File: config.mk
export PLATFORM = sky130hd
export DESIGN_NAME = digpot_step_ctrl
export DESIGN_NICKNAME = d
export VERILOG_FILES = /design/src/rtl/digpot_step_ctrl_pkg.sv /design/src/rtl/digpot_tick_det.sv /design/src/rtl/digpot_step_ctrl.sv
export SDC_FILE = /design/constraint.sdc
export NUM_CORES = 1
export LEC_CHECK = 0
export BUFFER_PORTS_ARGS = -buffer_cell sky130_fd_sc_hd__buf_2
export CAP_MARGIN = 5
export CORE_AREA = 8 8 132 85
export DETAILED_ROUTE_END_ITERATION = 16
export DIE_AREA = 0 0 140 93
export PLACE_DENSITY = 0.55
export SYNTH_ARGS = -nofsm -noshare
export SYNTH_HDL_FRONTEND = slang
export SYNTH_HIERARCHICAL = 1
export SYNTH_SLANG_ARGS = --single-unit
File: constraint.sdc
create_clock -name clk_i -period 3.8 [get_ports clk_i]
set_clock_uncertainty 0.2 [all_clocks]
set_input_delay 0.19 -clock clk_i [delete_from_list [all_inputs] [get_ports clk_i]]
set_output_delay 0.19 -clock clk_i [all_outputs]
set_load 0.005 [all_outputs]
File: src/rtl/digpot_step_ctrl_pkg.sv
// Shared state encoding and default sizing for the X9C-style digital pot stepper
// (also consumed by the Wishbone register block).
package digpot_step_ctrl_pkg;

  localparam int unsigned TAPS_DEF        = 100;
  localparam int unsigned POS_W_DEF       = 7;
  localparam int unsigned STORE_TICKS_DEF = 2000;

  typedef enum logic [3:0] {
    HOME_SETUP = 4'd0,
    HOME_LO    = 4'd1,
    HOME_HI    = 4'd2,
    IDLE       = 4'd3,
    SETUP      = 4'd4,
    STEP_LO    = 4'd5,
    STEP_HI    = 4'd6,
    END_CS     = 4'd7,
    END_INC    = 4'd8,
    STORE_WAIT = 4'd9
  } state_e;

  function automatic int unsigned max_u(input int unsigned a, input int unsigned b);
    return (a > b) ? a : b;
  endfunction

endpackage

File: src/rtl/digpot_tick_det.sv
// Rising-edge detector on the divider square wave; emits a one-clk pacing tick.
module digpot_tick_det (
  input  logic clk_i,
  input  logic rst_ni,
  input  logic div_clk_i,
  output logic tick_o
);

  logic div_clk_q;

  // Previous divider level, cleared so a high level right after reset counts as an edge.
  always_ff @(posedge clk_i or negedge rst_ni) begin
    if (!rst_ni) begin
      div_clk_q <= 1'b0;
    end else begin
      div_clk_q <= div_clk_i;
    end
  end

  assign tick_o = div_clk_i & ~div_clk_q;

endmodule

File: src/rtl/digpot_step_ctrl.sv
// Up/down digital pot stepper: homes to tap 0 after reset, then walks the wiper to requested taps.
// Build option DIGPOT_STORE_EN: deselect with INC high (nonvolatile store) and wait STORE_TICKS ticks.
module digpot_step_ctrl
  import digpot_step_ctrl_pkg::*;
#(
  parameter int unsigned TAPS        = TAPS_DEF,
  parameter int unsigned POS_W       = POS_W_DEF,
  parameter int unsigned STORE_TICKS = STORE_TICKS_DEF
) (
  input  logic             clk_i,
  input  logic             rst_ni,
  input  logic             div_clk_i,
  input  logic             req_valid_i,
  input  logic [POS_W-1:0] req_pos_i,
  output logic             req_ready_o,
  output logic             busy_o,
  output logic             done_o,
  output logic [POS_W-1:0] wiper_pos_o,
  output logic             pot_cs_n_o,
  output logic             pot_inc_n_o,
  output logic             pot_ud_o
);

  localparam int unsigned      CNT_W   = $clog2(max_u(TAPS, STORE_TICKS) + 1);
  localparam logic [POS_W-1:0] POS_MAX = POS_W'(TAPS - 1);

  logic             tick_s;
  state_e           state_q;
  logic [CNT_W-1:0] cnt_q;
  logic [POS_W-1:0] wiper_q, target_q, req_tgt_d, step_pos_d;
  logic             cs_n_q, inc_n_q, ud_q, done_q, ready_q, busy_q;

  digpot_tick_det u_tick_det (
    .clk_i     (clk_i),
    .rst_ni    (rst_ni),
    .div_clk_i (div_clk_i),
    .tick_o    (tick_s)
  );

  assign req_tgt_d = (req_pos_i > POS_MAX) ? POS_MAX : req_pos_i;

  // Next wiper position for the current direction, pinned at both ends of the track.
  always_comb begin
    step_pos_d = wiper_q;
    if (ud_q) begin
      if (wiper_q != POS_MAX) step_pos_d = wiper_q + POS_W'(1);
      else                    step_pos_d = wiper_q;
    end else begin
      if (wiper_q != {POS_W{1'b0}}) step_pos_d = wiper_q - POS_W'(1);
      else                          step_pos_d = wiper_q;
    end
  end

  // Sequencer: pins only move on ticks; the IDLE handshake is evaluated every clock.
  always_ff @(posedge clk_i or negedge rst_ni) begin
    if (!rst_ni) begin
      state_q  <= HOME_SETUP;
      cnt_q    <= {CNT_W{1'b0}};
      wiper_q  <= {POS_W{1'b0}};
      target_q <= {POS_W{1'b0}};
      cs_n_q   <= 1'b1;
      inc_n_q  <= 1'b1;
      ud_q     <= 1'b0;
      done_q   <= 1'b0;
      ready_q  <= 1'b0;
      busy_q   <= 1'b1;
    end else begin
      done_q <= 1'b0;
      case (state_q)
        HOME_SETUP: if (tick_s) begin
          cs_n_q  <= 1'b0;
          ud_q    <= 1'b0;
          cnt_q   <= CNT_W'(TAPS);
          state_q <= HOME_LO;
        end
        HOME_LO: if (tick_s) begin
          inc_n_q <= 1'b0;
          cnt_q   <= cnt_q - CNT_W'(1);
`ifdef DIGPOT_STORE_EN
          state_q <= HOME_HI;
`else
          state_q <= (cnt_q == CNT_W'(1)) ? END_CS : HOME_HI;
`endif
        end
        HOME_HI: if (tick_s) begin
          inc_n_q <= 1'b1;
          state_q <= (cnt_q == {CNT_W{1'b0}}) ? END_CS : HOME_LO;
        end
        IDLE: if (req_valid_i && ready_q) begin
          // A request for the current tap completes without touching the pins.
          if (req_tgt_d == wiper_q) begin
            done_q <= 1'b1;
          end else begin
            target_q <= req_tgt_d;
            ready_q  <= 1'b0;
            busy_q   <= 1'b1;
            state_q  <= SETUP;
          end
        end
        SETUP: if (tick_s) begin
          cs_n_q  <= 1'b0;
          ud_q    <= (target_q > wiper_q);
          state_q <= STEP_LO;
        end
        STEP_LO: if (tick_s) begin
          inc_n_q <= 1'b0;
          wiper_q <= step_pos_d;
`ifdef DIGPOT_STORE_EN
          state_q <= STEP_HI;
`else
          state_q <= (step_pos_d == target_q) ? END_CS : STEP_HI;
`endif
        end
        STEP_HI: if (tick_s) begin
          inc_n_q <= 1'b1;
          state_q <= (wiper_q == target_q) ? END_CS : STEP_LO;
        end
        END_CS: if (tick_s) begin
          cs_n_q <= 1'b1;
`ifdef DIGPOT_STORE_EN
          cnt_q   <= CNT_W'(STORE_TICKS);
          state_q <= STORE_WAIT;
`else
          state_q <= END_INC;
`endif
        end
        END_INC: if (tick_s) begin
          inc_n_q <= 1'b1;
          done_q  <= 1'b1;
          ready_q <= 1'b1;
          busy_q  <= 1'b0;
          state_q <= IDLE;
        end
`ifdef DIGPOT_STORE_EN
        STORE_WAIT: if (tick_s) begin
          if (cnt_q <= CNT_W'(1)) begin
            done_q  <= 1'b1;
            ready_q <= 1'b1;
            busy_q  <= 1'b0;
            state_q <= IDLE;
          end else begin
            cnt_q <= cnt_q - CNT_W'(1);
          end
        end
`endif
        default: begin
          cs_n_q  <= 1'b1;
          inc_n_q <= 1'b1;
          ready_q <= 1'b0;
          busy_q  <= 1'b1;
          state_q <= HOME_SETUP;
        end
      endcase
    end
  end

  assign req_ready_o = ready_q;
  assign busy_o      = busy_q;
  assign done_o      = done_q;
  assign wiper_pos_o = wiper_q;
  assign pot_cs_n_o  = cs_n_q;
  assign pot_inc_n_o = inc_n_q;
  assign pot_ud_o    = ud_q;

endmodule
==> After elaboration in Yosys (flattened, before gate mapping) <==
Cells that the tools add are included.
{ "word_totals": {"regBits": 36, "inputBits": 11, "elab_cells": 106} }
{ "classes": {"addsub": 3, "magnitude_cmp": 2, "eq_ne": 26, "muxes": 38, "n_bitwise": 6, "n_reduce_logical": 20} }
{ "op_table": {"columns": ["operator", "count"], "rows": [
  ["$mux 4", 10],
  ["$pmux 4 s9", 1],
  ["$mux 7", 4],
  ["$mux 11", 2],
  ["$pmux 11 s2", 1],
  ["$eq 7x7->1", 3],
  ["$ne 2x2->1 const B", 10],
  ["$eq 4x3->1 const B", 4],
  ["$reduce_and 3->1", 5],
  ["$pmux 1 s3", 4],
  ["$eq 11x1->1 const B", 1],
  ["$logic_not 11->1", 1],
  ["$mux 1", 11],
  ["$sub 11x1->11 const B", 1],
  ["$reduce_and 10->1", 1],
  ["$eq 4x2->1 const B", 2],
  ["$add 7x1->7 const B", 1],
  ["$gt 7x7->1", 1],
  ["$gt 7x7->1 const B", 1],
  ["$ne 7x7->1 const B", 1],
  ["$reduce_bool 7->1", 1],
  ["$reduce_or 7->1", 1],
  ["$sub 7x1->7 const B", 1],
  ["$mux 3", 2],
  ["16 further kinds", 25]
]} }

==> Depth between registers and ports, before layout <==
{ "logic_depth": {"word_depth": 7, "mapped_depth": 11} }

==> Modules after synthesis <==
The synthesis kept the hierarchy.
{ "by_module_without_submodules": {"columns": ["mod", "n_inst", "cells_each", "area_per_inst_um2"], "rows": [
  ["digpot_step_ctrl", 1, 318, 2650.0],
  ["digpot_tick_det", 1, 2, 38.8]
]} }

==> Least setup slack after synthesis <==
OpenSTA, ideal clock, no wires.
{ "synth_path": {"kind": "register to register", "start": "reg wiper_q[1] (netlist: wiper_pos_o[1])", "end": "reg state_q[0]", "setup_time_ns": 0.104, "t_arrival_ns": 2.411, "path_slack_ns": 1.085, "stages_incl_launch_ff": 12, "synth_period_minus_slack_ns": 2.715, "path_cell_list": "dfrtp_1 buf_2 inv_1 ha_1 nor4b_1 and2_1 clkbuf_1 nor3_1 a31oi_1 xor2_1 nand4_1 o41ai_2"} }
{ "synth_via": {"elab_chain_len": 7, "elab_cells_between_ends": 14, "cone_classes": "add/sub: 2; eq/ne: 4; mux: 6; reduce/logical: 2"} }
{ "synth_lines": {"columns": ["element", "line_no", "rtl"], "rows": [
  ["start: declaration", "digpot_step_ctrl.sv:30", "logic [POS_W-1:0] wiper_q, target_q, req_tgt_d, step_pos_d;"],
  ["start signal: assignment", "digpot_step_ctrl.sv:59", "wiper_q <= {POS_W{1'b0}};"],
  ["start signal: assignment", "digpot_step_ctrl.sv:107", "wiper_q <= step_pos_d;"],
  ["$sub 7x1->7, or another cell as far along", "digpot_step_ctrl.sv:49", "if (wiper_q != {POS_W{1'b0}}) step_pos_d = wiper_q - POS_W'(1);"],
  ["$mux 7 (on tied branches)", "digpot_step_ctrl.sv:49, digpot_step_ctrl.sv:46", null],
  ["$mux 7", "digpot_step_ctrl.sv:45", "if (ud_q) begin"],
  ["$eq 7x7->1", "digpot_step_ctrl.sv:111", "state_q <= (step_pos_d == target_q) ? END_CS : STEP_HI;"],
  ["$mux 1", "digpot_step_ctrl.sv:111", null],
  ["$mux 4", "digpot_step_ctrl.sv:105", "STEP_LO: if (tick_s) begin"],
  ["$pmux 4 s9", "digpot_step_ctrl.sv:69", "case (state_q)"],
  ["end signal: assignment", "digpot_step_ctrl.sv:82", "state_q <= (cnt_q == CNT_W'(1)) ? END_CS : HOME_HI;"],
  ["end signal: assignment", "digpot_step_ctrl.sv:111", null],
  ["end signal: assignment", "digpot_step_ctrl.sv:116", "state_q <= (wiper_q == target_q) ? END_CS : STEP_LO;"],
  ["end: declaration", "digpot_step_ctrl.sv:28", "state_e state_q;"]
]} }
Parallel ways exist; a longest one is shown, timed or not. The select of a mux whose other input is x is not followed.
A chain may end at the register's enable or synchronous reset.

==> Worst setup path in the final report <==
Same ends and word-level chain as after synthesis.

==> flow_summary_export.csv <==
group,metric,value,unit
grt,antenna_found_initial,0,
min_path,min_from,"req_valid_i",
placement,placed_area,0.002863,sq mm
synthesis,async_flop_share,100.0,%
sta,fin_ws,0.7524,ns
power_and_ir_drop,power_density,721.7,mW/mm^2
cts,cts_root_buf,"clkbuf_16",
routing,wl,7.265,mm
die,initial_core_util,28.64,%
layout,final_nets,356,
synthesis,avgSynthCellArea,8.403,sq um
routing,drtIter0Drc,205,
placement,port-buffer-count,23,
critical_path,cp_num_buf_inv,1,
sta,period_share,80.20,%
layout,area_growth,13.40,%
placement,dp_slack,0.8411,ns
layout,final_cell_mix,"dfrtp_1, nand2_1, o21ai_0",
synthesis,yosys_warnings,6,
die,die_y,93,um
synthesis,synthDominantCellAreaShare,30.71,%
critical_path,end_kind,"flop",
critical_path,worstSetupPathType,"flop to flop",
routing,drt_pass1_iterations,5,
critical_path,r2r_cells,9,
die,core,0.009389,sq mm
synthesis,netlist_instances,320,
power_and_ir_drop,peakVddDrop,0.2770,mV
cts,cts-resized-gates,0,
power_and_ir_drop,power,2.201,mW
critical_path,required,3.78,ns
power_and_ir_drop,leakage,1.237,nW
grt,grt_max_degree,37,
synthesis,synth_ff_type,"dfrtp_1",
routing,dr_total_vias,2409,
routing,avgViaCountPerCell,5.306,
min_path,hold_end,"done_o",
cts,clk_latency,0.28,ns
cts,htree_num_levels,2,
critical_path,reg2reg_slack,0.75,ns
synthesis,yosysUniqueCellTypes,57,
critical_path,worstPathMaxFanout,12,
grt,grt_overflow,0,
placement,post-place-cells,443,
placement,hpwlAfterDp,5.489,mm
synthesis,syn-num-nets,343,
cts,cts_tree,"built",
layout,fin_cells,454,
die,rows,28,
critical_path,timing.rr.end,"state_q[0]",
min_path,hp-class,"input port to flop",
outcome,outcome,"completed",
sta,hold_viol,0,
cts,cts_buffer_depth,2,
synthesis,synth_top_area_cell,"dfrtp_1",
layout,num_antenna_cells,0,
die,pin_count,24,
critical_path,worstPathCellList,"inv_1 -> ha_1 -> nor4b_1 -> and2_1 -> nor3_1 -> a31oi_1 -> xor2_1 -> nand4_1 -> o41ai_2",
sta,setup_viol,0,
cts,cts-buffers-inserted,5,
grt,grt_use_total,11.44,%
sta,rsz0062_at_grt,"false",
routing,ant_nets,0,
sta,slew-limit-headroom,38.35,%
layout,mostFrequentLayoutCell,"dfrtp_1",
sta,period_needed,3.048,ns
grt,grt_pass1_vias,2303,
critical_path,critPathArrivalTime,3.03,ns
placement,gp_congestion,0.8920,
die,die_x,140,um
synthesis,synth_area_leaders,"dfrtp_1, ha_1, o21ai_0, nand2_1, xnor2_1",
synthesis,seq_area_frac_synth,33.64,%
routing,wl_per_cell,16.00,um
layout,drive_gt1_share,13.17,%
critical_path,crit_family,"simple AND/OR/NAND/NOR gates",
flow_run,maxCapViolCount,0,
sta,tightest_slew,0.9248,ns
cts,cts.clk_slew.worst_paths,0.06,ns
sta,slew_violations,0,
critical_path,critical_path_depth,9,
grt,grt_pass1_wl,12.14,mm
min_path,hold_depth,3,
cts,post_cts_buffers,0,
routing,drc,0,
synthesis,synth-edff-count,0,
critical_path,worst_setup_path_start_kind,"flop",
cts,cts_hold_buf,3,
layout,final_area,0.003049,sq mm
sta,max_freq,328.1,MHz
synthesis,syn_area,0.002689,sq mm
critical_path,worst_r2r_startpoint,"wiper_pos_o[1]",
critical_path,max_stage_delay,0.50,ns
synthesis,ys_ff_latch,36,
die,dieArea,0.01302,sq mm
critical_path,critPathSlowestCell,"dfrtp_1",
sta,tns,0,ns
cts,cts.sinks,36,
## worst min-delay path, delay by kind of cell
kind,cells,cell delay [ns]
buf+inv,1,0.11
simple gates,2,0.14
## how the worst max path moves through the flow
stage	from	to
floorplan	wiper_pos_o[1]	state_q[0]
global placement	wiper_pos_o[1]	state_q[0]
detailed placement	wiper_pos_o[1]	state_q[0]
CTS	req_pos_i[3]	target_q[4]
global route	wiper_pos_o[1]	state_q[0]
finish	wiper_pos_o[1]	state_q[0]
## synth_stat cells, types with 3 or more instances
library cell	number
a21oi_1	19
a221oi_1	3
a22oi_1	5
a31oi_1	4
and2_1	5
buf_2	7
clkbuf_1	12
dfrtp_1	33
dfstp_2	3
ha_1	12
inv_1	13
mux2_2	3
mux2i_1	3
nand2_1	32
nand2b_1	4
nand3_1	9
nand4_1	8
nor2_1	21
nor2b_1	3
nor3_1	13
nor4_1	6
o21a_1	4
o21ai_0	26
o31ai_1	9
or3_1	6
xnor2_1	13
xor2_1	10
## stage by stage
stage	hold WS, ns	util, %
final	0.008443	32.48
after global routing	0.02987	32.48
after CTS	0.002658	32.48
after detailed placement	0.1181	30.49
after global placement	0.1171	30.49
after floorplan	-0.3056	-
## layer usage
metal	share of wire, %	wire, um	vias to the layer above	global-route usage (%)
met4	0.48	35	0	2.336
met3	8.3	603	2	3.204
met2	36	2603	88	14.38
met5	0	0	-	0
met1	55	4023	1128	18.18
li1	-	-	1191	-
## logic make-up after synthesis
logic type	after synthesis	share of synthesized area, %
and+or+nand+nor	118	22.71
buffers and inverters	35	5.490
DFF	36	33.64
xor gates and xnor gates	23	7.492
AOI/OAI and AO/OA	90	22.71
muxes	6	2.373
adders and majority gates	12	5.584
## sequential cells by signal (all words and copies together), names as in the netlist, 4 cells and up
| signal | cells |
|---|---|
| target_q | 7 |
| wiper_pos_o | 7 |
| cnt_q | 11 |
| state_q | 4 |
## cell type report
| class | instances | area (sq um) |
|---|---|---|
| Fill cell | 987 | 6340 |
| Sequential cell | 36 | 904.6 |
| Clock buffer | 8 | 156.4 |
| Tap cell | 120 | 150.1 |
| Inverter | 15 | 56.30 |
| Multi-Input combinational cell | 249 | 1637 |
| Timing Repair Buffer | 26 | 145.1 |
## power breakdown
part	leakage, nW	total, mW	internal, mW	switching (mW)
sequential	0.444	0.853	0.534	0.319
combinational	0.717	0.915	0.421	0.494
clock	0.0772	0.432	0.279	0.153
Note: power is estimated with default switching activity, not from simulation.
